`src/rtl/timer_pkg.sv`:
```
// Shared types and defaults for the interval timer controller.
package timer_pkg;

  typedef enum logic [1:0] {
    TIMER_IDLE = 2'd0,
    TIMER_RUN  = 2'd1,
    TIMER_DONE = 2'd2
  } timer_state_t;

  localparam int TIMER_DEFAULT_WIDTH = 16;

endpackage

```
`src/rtl/timer_prescaler.sv`:
```
// Clock-enable generator: counts 0..Divisor while enabled and ticks on the last count.
module timer_prescaler #(
  parameter int PRESCALE_W = 8
) (
  input  logic                  Clock,
  input  logic                  Reset,
  input  logic                  Enable,
  input  logic                  Clear,
  input  logic [PRESCALE_W-1:0] Divisor,
  output logic                  Tick
);

  logic [PRESCALE_W-1:0] cnt;

  // A clear restarts the count, so the tick in that cycle is suppressed.
  assign Tick = Enable && !Clear && (cnt == Divisor);

  always_ff @(posedge Clock or posedge Reset) begin
    if (Reset) begin
      cnt <= '0;
    end else if (Clear || !Enable || Tick) begin
      cnt <= '0;
    end else begin
      cnt <= cnt + 1'b1;
    end
  end

endmodule

```
`src/rtl/interval_timer_ctrl.sv`:
```
// Programmable interval timer: prescaled down-counter, one-shot/periodic, sticky Irq.
// Optional capture register enabled by defining INTERVAL_TIMER_CAPTURE_EN.
//
// state      | meaning
// TIMER_IDLE | stopped, configuration accepted, Count holds
// TIMER_RUN  | counting down on prescaler ticks
// TIMER_DONE | one-shot period expired, configuration accepted
module interval_timer_ctrl
  import timer_pkg::*;
#(
  parameter int WIDTH      = TIMER_DEFAULT_WIDTH,
  parameter int PRESCALE_W = 8
) (
  input  logic                  Clock,
  input  logic                  Reset,
  input  logic                  CfgWrite,
  input  logic [WIDTH-1:0]      CfgLoad,
  input  logic [PRESCALE_W-1:0] CfgPrescale,
  input  logic                  CfgPeriodic,
  input  logic                  Start,
  input  logic                  Stop,
  input  logic                  IrqAck,
  output logic [WIDTH-1:0]      Count,
  output logic                  Busy,
  output logic                  Expired,
  output logic                  Irq,
  output logic                  CfgErr
`ifdef INTERVAL_TIMER_CAPTURE_EN
  ,
  input  logic                  Capture,
  output logic [WIDTH-1:0]      CaptureVal
`endif
);

  timer_state_t          state, state_nxt;
  logic [WIDTH-1:0]      count_nxt;
  logic [WIDTH-1:0]      load_reg, load_nxt;
  logic [PRESCALE_W-1:0] prescale_reg, prescale_nxt;
  logic                  periodic_reg, periodic_nxt;
  logic                  expired_nxt, irq_nxt, cfgerr_nxt;
  logic                  running, restart, tick, terminal;

  assign running  = (state == TIMER_RUN);
  // Stop dominates Start, so only an unopposed Start resets the prescaler.
  assign restart  = Start && !Stop;
  assign terminal = tick && (Count == '0);
  assign Busy     = running;

  timer_prescaler #(.PRESCALE_W(PRESCALE_W)) u_prescaler (
    .Clock   (Clock),
    .Reset   (Reset),
    .Enable  (running),
    .Clear   (restart),
    .Divisor (prescale_reg),
    .Tick    (tick)
  );

  always_ff @(posedge Clock or posedge Reset) begin
    if (Reset) begin
      state        <= TIMER_IDLE;
      Count        <= '0;
      load_reg     <= '0;
      prescale_reg <= '0;
      periodic_reg <= 1'b0;
      Expired      <= 1'b0;
      Irq          <= 1'b0;
      CfgErr       <= 1'b0;
    end else begin
      state        <= state_nxt;
      Count        <= count_nxt;
      load_reg     <= load_nxt;
      prescale_reg <= prescale_nxt;
      periodic_reg <= periodic_nxt;
      Expired      <= expired_nxt;
      Irq          <= irq_nxt;
      CfgErr       <= cfgerr_nxt;
    end
  end

  always_comb begin
    state_nxt    = state;
    count_nxt    = Count;
    load_nxt     = load_reg;
    prescale_nxt = prescale_reg;
    periodic_nxt = periodic_reg;
    expired_nxt  = 1'b0;
    cfgerr_nxt   = 1'b0;
    irq_nxt      = Irq;

    // Set has priority over acknowledge.
    if (IrqAck) irq_nxt = 1'b0;
    if (terminal) irq_nxt = 1'b1;

    case (state)
      TIMER_IDLE, TIMER_DONE: begin
        if (CfgWrite) begin
          load_nxt     = CfgLoad;
          prescale_nxt = CfgPrescale;
          periodic_nxt = CfgPeriodic;
        end
        if (restart) begin
          state_nxt = TIMER_RUN;
          count_nxt = CfgWrite ? CfgLoad : load_reg;
        end
      end
      TIMER_RUN: begin
        if (CfgWrite) cfgerr_nxt = 1'b1;
        if (terminal) expired_nxt = 1'b1;
        if (Stop) begin
          state_nxt = TIMER_IDLE;
        end else if (Start) begin
          count_nxt = load_reg;
        end else if (terminal) begin
          if (periodic_reg) count_nxt = load_reg;
          else              state_nxt = TIMER_DONE;
        end else if (tick) begin
          count_nxt = Count - 1'b1;
        end
      end
      default: begin
        state_nxt = TIMER_IDLE;
      end
    endcase
  end

`ifdef INTERVAL_TIMER_CAPTURE_EN
  // Samples the registered Count, i.e. the value before any same-cycle decrement.
  always_ff @(posedge Clock or posedge Reset) begin
    if (Reset) begin
      CaptureVal <= '0;
    end else if (Capture) begin
      CaptureVal <= Count;
    end
  end
`endif

endmodule
```
`config.mk`:
```
export PLATFORM = sky130hd
export DESIGN_NAME = interval_timer_ctrl
export DESIGN_NICKNAME = d
export VERILOG_FILES = /design/src/rtl/timer_pkg.sv /design/src/rtl/timer_prescaler.sv /design/src/rtl/interval_timer_ctrl.sv
export SDC_FILE = /design/constraint.sdc
export NUM_CORES = 1
export LEC_CHECK = 0
export ABC_CLOCK_PERIOD_IN_PS = 3200
export BUFFER_PORTS_ARGS = -buffer_cell sky130_fd_sc_hd__buf_2
export CORE_ASPECT_RATIO = 1.1
export CORE_MARGIN = 4
export CORE_UTILIZATION = 55
export CTS_BUF_LIST = sky130_fd_sc_hd__clkbuf_4
export CTS_CLUSTER_DIAMETER = 40
export DETAILED_ROUTE_END_ITERATION = 10
export PLACE_DENSITY = 0.75
export SYNTH_ARGS = -nofsm -noshare
export SYNTH_HDL_FRONTEND = slang
export SYNTH_HIERARCHICAL = 1
export SYNTH_SLANG_ARGS = --single-unit
```
`constraint.sdc`:
```
create_clock -name Clock -period 3.2 [get_ports Clock]
set_input_delay 0.8 -clock Clock [delete_from_list [all_inputs] [get_ports Clock]]
set_output_delay 0.8 -clock Clock [all_outputs]
set_load 0.02 [all_outputs]
```
# [After elaboration in Yosys (flattened, before gate mapping)]
# Index checks and enable logic that the tools add are counted.
[totals] inputBits=31 output_inout_bits=20 reg_bits=54 wordCells=59
[op_classes] n_eq_ne=10 addsub=2 muxes=21 n_reduce_logical=17
[op_table] cell="16-bit two-way mux" n=7
[op_table] cell="16-bit case mux with 2 select lines" n=1
[op_table] cell="16-bit logical NOT" n=1
[op_table] cell="16-bit by 1-bit subtractor with 16-bit output (second input constant)" n=1
[op_table] cell="2-bit two-way mux" n=5
[op_table] cell="3-bit inequality test (second input constant)" n=3
[op_table] cell="8-bit by 1-bit adder with 8-bit output (second input constant)" n=1
[op_table] cell="8-bit == test" n=1
[op_table] cell="8-bit two-way mux" n=1
[op_table] cell="4-bit inequality test (second input constant)" n=2
[op_table] cell="1-bit two-way mux" n=6
[op_table] cell="5-bit AND reduction" n=1
[op_table] cell="1-bit logical AND" n=4
[op_table] cell="2-bit case mux with 2 select lines" n=1
[op_table] cell="4-bit AND reduction" n=1
[op_table] cell="2-bit nonzero test" n=2
[op_table] cell="1-bit logical NOT" n=3
[op_table] cell="2-bit by 1-bit == test with 1-bit output (second input constant)" n=1
[op_table] cell="2-bit == test (second input constant)" n=1
[op_table] cell="2-bit logical NOT" n=1
[op_table] cell="1-bit logical OR" n=2
[op_table] cell="2-bit by 1-bit inequality test with 1-bit output (second input constant)" n=1
[op_table] cell="2-bit inequality test (second input constant)" n=1
[op_table] cell="2-bit AND reduction" n=1
[op_table] cell="2-bit OR reduction" n=1

# [Depth between registers and ports, before layout]
[depth] depth_word=10 depth_mapped=10

# [By module]
# The synthesis kept the hierarchy.
[by_module_without_submodules] mod="interval_timer_ctrl" cells_each=246 area_per_inst_um2=2521.2 instances=1
[by_module_without_submodules] mod="timer_prescaler" cells_each=48 area_per_inst_um2=524.3 instances=1

# [Least setup slack after synthesis]
# No wires, ideal clock.
[synth_path] path_type="register to register" start="register u_prescaler.cnt[2]" end="register Count[10]" period_less_slack_ns=2.554 setup_slack_ns=0.646 path_stages_with_launch=11 t_arrival_ns=2.425 setup_time_ns=0.129 required_time_ns=3.071 path_cell_list="dfrtp_1 buf_6 xor2_2 nor4_4 and4b_1 and4bb_2 nand4_4 and2_1 buf_2 a221oi_1 a21oi_1"
[synth_between] elab_chain_cells=7 elab_cells_between_ends=10 classes_between="eq/ne (3); mux (4); reduce/logical (3)"
[synth_rtl] element="start: declaration" line_no="timer_prescaler.sv:13" text="logic [PRESCALE_W-1:0] cnt;"
[synth_rtl] element="start signal: assignment" line_no="timer_prescaler.sv:24" text="cnt <= cnt + 1'b1;"
[synth_rtl] element="8-bit == test *" line_no="timer_prescaler.sv:16" text="assign Tick = Enable && !Clear && (cnt == Divisor);"
[synth_rtl] element="1-bit logical AND *" line_no="timer_prescaler.sv:16"
[synth_rtl] element="named net tick" line_no="interval_timer_ctrl.sv:41" text="logic running, restart, tick, terminal;"
[synth_rtl] element="1-bit logical AND" line_no="interval_timer_ctrl.sv:46" text="assign terminal = tick && (Count == '0);"
[synth_rtl] element="16-bit two-way mux" line_no="interval_timer_ctrl.sv:113" text="end else if (terminal) begin"
[synth_rtl] element="16-bit two-way mux" line_no="interval_timer_ctrl.sv:111" text="end else if (Start) begin"
[synth_rtl] element="16-bit two-way mux" line_no="interval_timer_ctrl.sv:109" text="if (Stop) begin"
[synth_rtl] element="16-bit case mux with 2 select lines" line_no="interval_timer_ctrl.sv:94" text="case (state)"
[synth_rtl] element="end signal: assignment" line_no="interval_timer_ctrl.sv:70" text="Count <= count_nxt;"
[synth_rtl] element="end: declaration" line_no="interval_timer_ctrl.sv:23" text="output logic [WIDTH-1:0] Count,"
# Mark *: on every way through the listed nets, which the timed path passes. The rest lies on a longest branch. The select of a mux whose other input is x is not followed.
# A chain may end at the register's enable or synchronous reset.

# [Worst setup path after layout]
[layout_path] start="register u_prescaler.cnt[4]" end="register state[1]"
[layout_between] elab_chain_cells=5
[layout_rtl] element="8-bit == test" line_no="timer_prescaler.sv:16"
[layout_rtl] element="1-bit logical AND" line_no="timer_prescaler.sv:16"
[layout_rtl] element="named net tick" line_no="interval_timer_ctrl.sv:41"
[layout_rtl] element="1-bit logical AND" line_no="interval_timer_ctrl.sv:46"
[layout_rtl] element="3-bit inequality test (no line)"
[layout_rtl] element="4-bit AND reduction (no line)"
[layout_rtl] element="end signal: assignment" line_no="interval_timer_ctrl.sv:69" text="state <= state_nxt;"
[layout_rtl] element="end: declaration" line_no="interval_timer_ctrl.sv:35" text="timer_state_t state, state_nxt;"
# The timed path passes the listed nets, and every way through them passes these cells.

==> reports/qor.csv <==
metric,value,unit
Internal Power,1120,µW
Initial Util,56.8,%
Final TNS setup,0,ns
r2r setup slk,0.47,ns
top_reg_cell synth,dfrtp_1,
total grt overflow,0,
CTS clock-pin slew for the worst setup and hold paths,0.16,ns
clock power share,22.8,%
core footprint,5360,µm²
PortBufs,50,
switching power total,586,µW
CTS root buffer,clkbuf_4,
Place WS,0.320,ns
share of the synthesized area in the top cell type,44.4,%
Setup Skew,0.0144,ns
Post-CTS Setup Repair Bufs,0,
sw frac,34.4,%
Chip Height,86.0,µm
startpoint types,register,
CTS Hold Bufs,0,
drt wl/cell,17.2,µm
DRT Wirelength,7240,µm
outcome,"finished, final reports clean",
CP Class,reg2reg,
Overall Power,1710,µW
final setup margin,0.466,ns
worst r2r path cells,8,
layout cells sized above 1,30.0,%
syn avg cell area,10.4,µm²
Synth Instances,294,
leak pwr,0.00150,µW
count of final setup violators,0,
Slew HR,36.3,%
worst flop-to-flop path endpoint,state[1]$_DFFE_PP0P_,
number of synthesized register bits,54,
post-synth cell types,53,
Num CTS Buffers,5,
initial antenna violation count,0,
Final Max Tran Viols,0,
Max Cap Viol,0,
H-tree depth,2,
Yosys top cell by area,dfrtp_1,
Worst-Margin Slew,0.955,ns
detailed-route DRC error count,0,
maximum VDD drop,0.000383,V
Sink Count,54,
routability cong.,0.867,
largest cells by area after synthesis,"dfrtp_1 44%, mux2_2 8.1%, nor4_4 3.5%",
vias per cell,5.96,
nets,380,
largest net degree at the start of global routing,47,
worst-path maximum fanout,11,
worst path required time,3.48,ns
DP HPWL,5320,µm
Initial DRC Count,224,
"Hold Vio Cnt, Final",0,
DR vias,2514,
Final Cycle Share,85.4,%
first-pass GRT wire length,12400,µm
Die ar.,6790,µm²
ANT nets after route,0,
RSZ-0062 raised after global routing,false,
R2R Path Start,u_prescaler/cnt[4]$_DFF_PP0_,
Final Non-Filler Cells,422,
post-route cell area,3470,µm²
Placed Area,3390,µm²
combinational share of power,25.4,%
Post-Syn Nets,328,
"EDFF count, synth",0,
row count,28,
most common cell in the netlist,dfrtp_1,
top post-synthesis cells by count,"54 x dfrtp_1, 25 x nand2_1, 22 x mux2_2, 18 x nor2_1, 15 x inv_1",
drt pass-1 iters,4,
ys async rst share,100,%
ANT cells,0,
Clock Path Buffers,2,
share of the yosys chip area belonging to registers,44.4,%
CP Capture Type,register,
Tot GR Track Use,23.4,%
Flop pwr share,51.8,%
die width,79.0,µm
CTS tree,built,
CTS resizes,0,
Worst-Skew Late Latency,0.38,ns
WP data arrival,3.01,ns
placed cell count,414,
Ys Warns,6,
Fmax achieved,366,MHz
Ports,51,
"Cell Area, Synth",3050,µm²
vias in the first global route,2535,
P&R area growth vs syn,13.9,%
min Tclk post-route,2.73,ns
pwr dens,492,nW/µm²
Hold Crit Class,in2async,
-- critical path, stage by stage (launching register included) --
cell	delay, ns
dfrtp_1	0.47
xor2_1	0.20
nor4_4	0.32
and4b_1	0.27
and4bb_2	0.28
nand4_4	0.20
buf_4	0.25
or2_2	0.28
o41ai_1	0.35
-- per-stage QoR --
stage                     hold WS, ns  util (%)
after global routing            0.344      64.7
final                           0.348      64.7
after floorplan                 0.480         -
after detailed placement        0.498      63.2
after global placement          0.490      63.2
after CTS                       0.340      64.7
-- placed cells by master, fill, tap and decap left out, types with 2 or more instances in the layout --
cell        netlist  layout
dfrtp_1          54      54
buf_2             4      50
nand2_1          25      25
mux2_2           22      22
nor2_1           18      18
inv_1            15      14
o21ai_0          14      14
a21oi_1          11      11
xor2_1           10      10
nand3_1           9       9
a211oi_1          9       9
buf_4             0       9
nor3_1            7       7
o211ai_1          6       6
a221oi_1          6       6
nor4_4            5       5
xnor2_1           5       5
clkbuf_4          0       5
nand2b_1          4       4
and2_1            4       4
a211o_1           4       4
o41ai_1           4       4
a31oi_1           4       4
a2bb2oi_1         3       3
o221ai_1          3       3
ha_1              3       3
or3_1             3       3
nor2b_1           3       2
o31a_1            2       2
nand4_1           2       2
mux2i_1           2       2
a22oi_1           2       2
or2_2             2       2
clkinvlp_4        0       2
-- per-layer routing --
layer / routed length [µm] / GRT usage, % / vias to the layer above
li1: - / - / 1184
met1: 3080 / 32.8 / 1216
met2: 3570 / 37.5 / 101
met3: 473 / 4.20 / 13
met4: 117 / 7.03 / 0
met5: 0 / 0 / -
-- power groups by stage --
stage / Sequential [µW] / Clock [µW] / Combinational [µW]
floorplan: 916 / 0 / 260
global placement: 893 / 0 / 425
detailed placement: 895 / 0 / 432
CTS: 883 / 400 / 437
global route: 896 / 425 / 481
finish: 884 / 390 / 433
-- kinds of logic after synthesis --
group	share of synthesized area, %
buffers and inverters	4.23
multiplexers	8.79
flip-flops	44.4
XOR/XNOR	4.85
AND/OR/NAND/NOR	18.1
adder cells (fa/ha/maj)	1.23
AO/OA/AOI/OAI	18.4
-- worst max path at each step --
stage	from	to	slack (ns)	cells after the start
6_report	u_prescaler/cnt[4]$_DFF_PP0_	state[1]$_DFFE_PP0P_	0.47	8
5_1_grt	u_prescaler/cnt[4]$_DFF_PP0_	state[1]$_DFFE_PP0P_	0.31	8
4_1_cts	u_prescaler/cnt[4]$_DFF_PP0_	state[1]$_DFFE_PP0P_	0.45	8
3_5_place_dp	Start	Count[12]$_DFFE_PP0P_	0.32	8
3_3_place_gp	Start	Count[12]$_DFFE_PP0P_	0.43	8
2_1_floorplan	u_prescaler/cnt[2]$_DFF_PP0_	Count[10]$_DFFE_PP0P_	0.65	10
-- final cells by class --
cell class	count	area [µm²]
fill	452	1890
multi-input combinational	211	1570
sequential	54	1350
timing repair buffer	59	318
tap	75	93.8
inverter	15	56.3
clock inverter	3	45.0
clock buffer	5	37.5
Note: power is estimated with default switching activity, not from simulation.
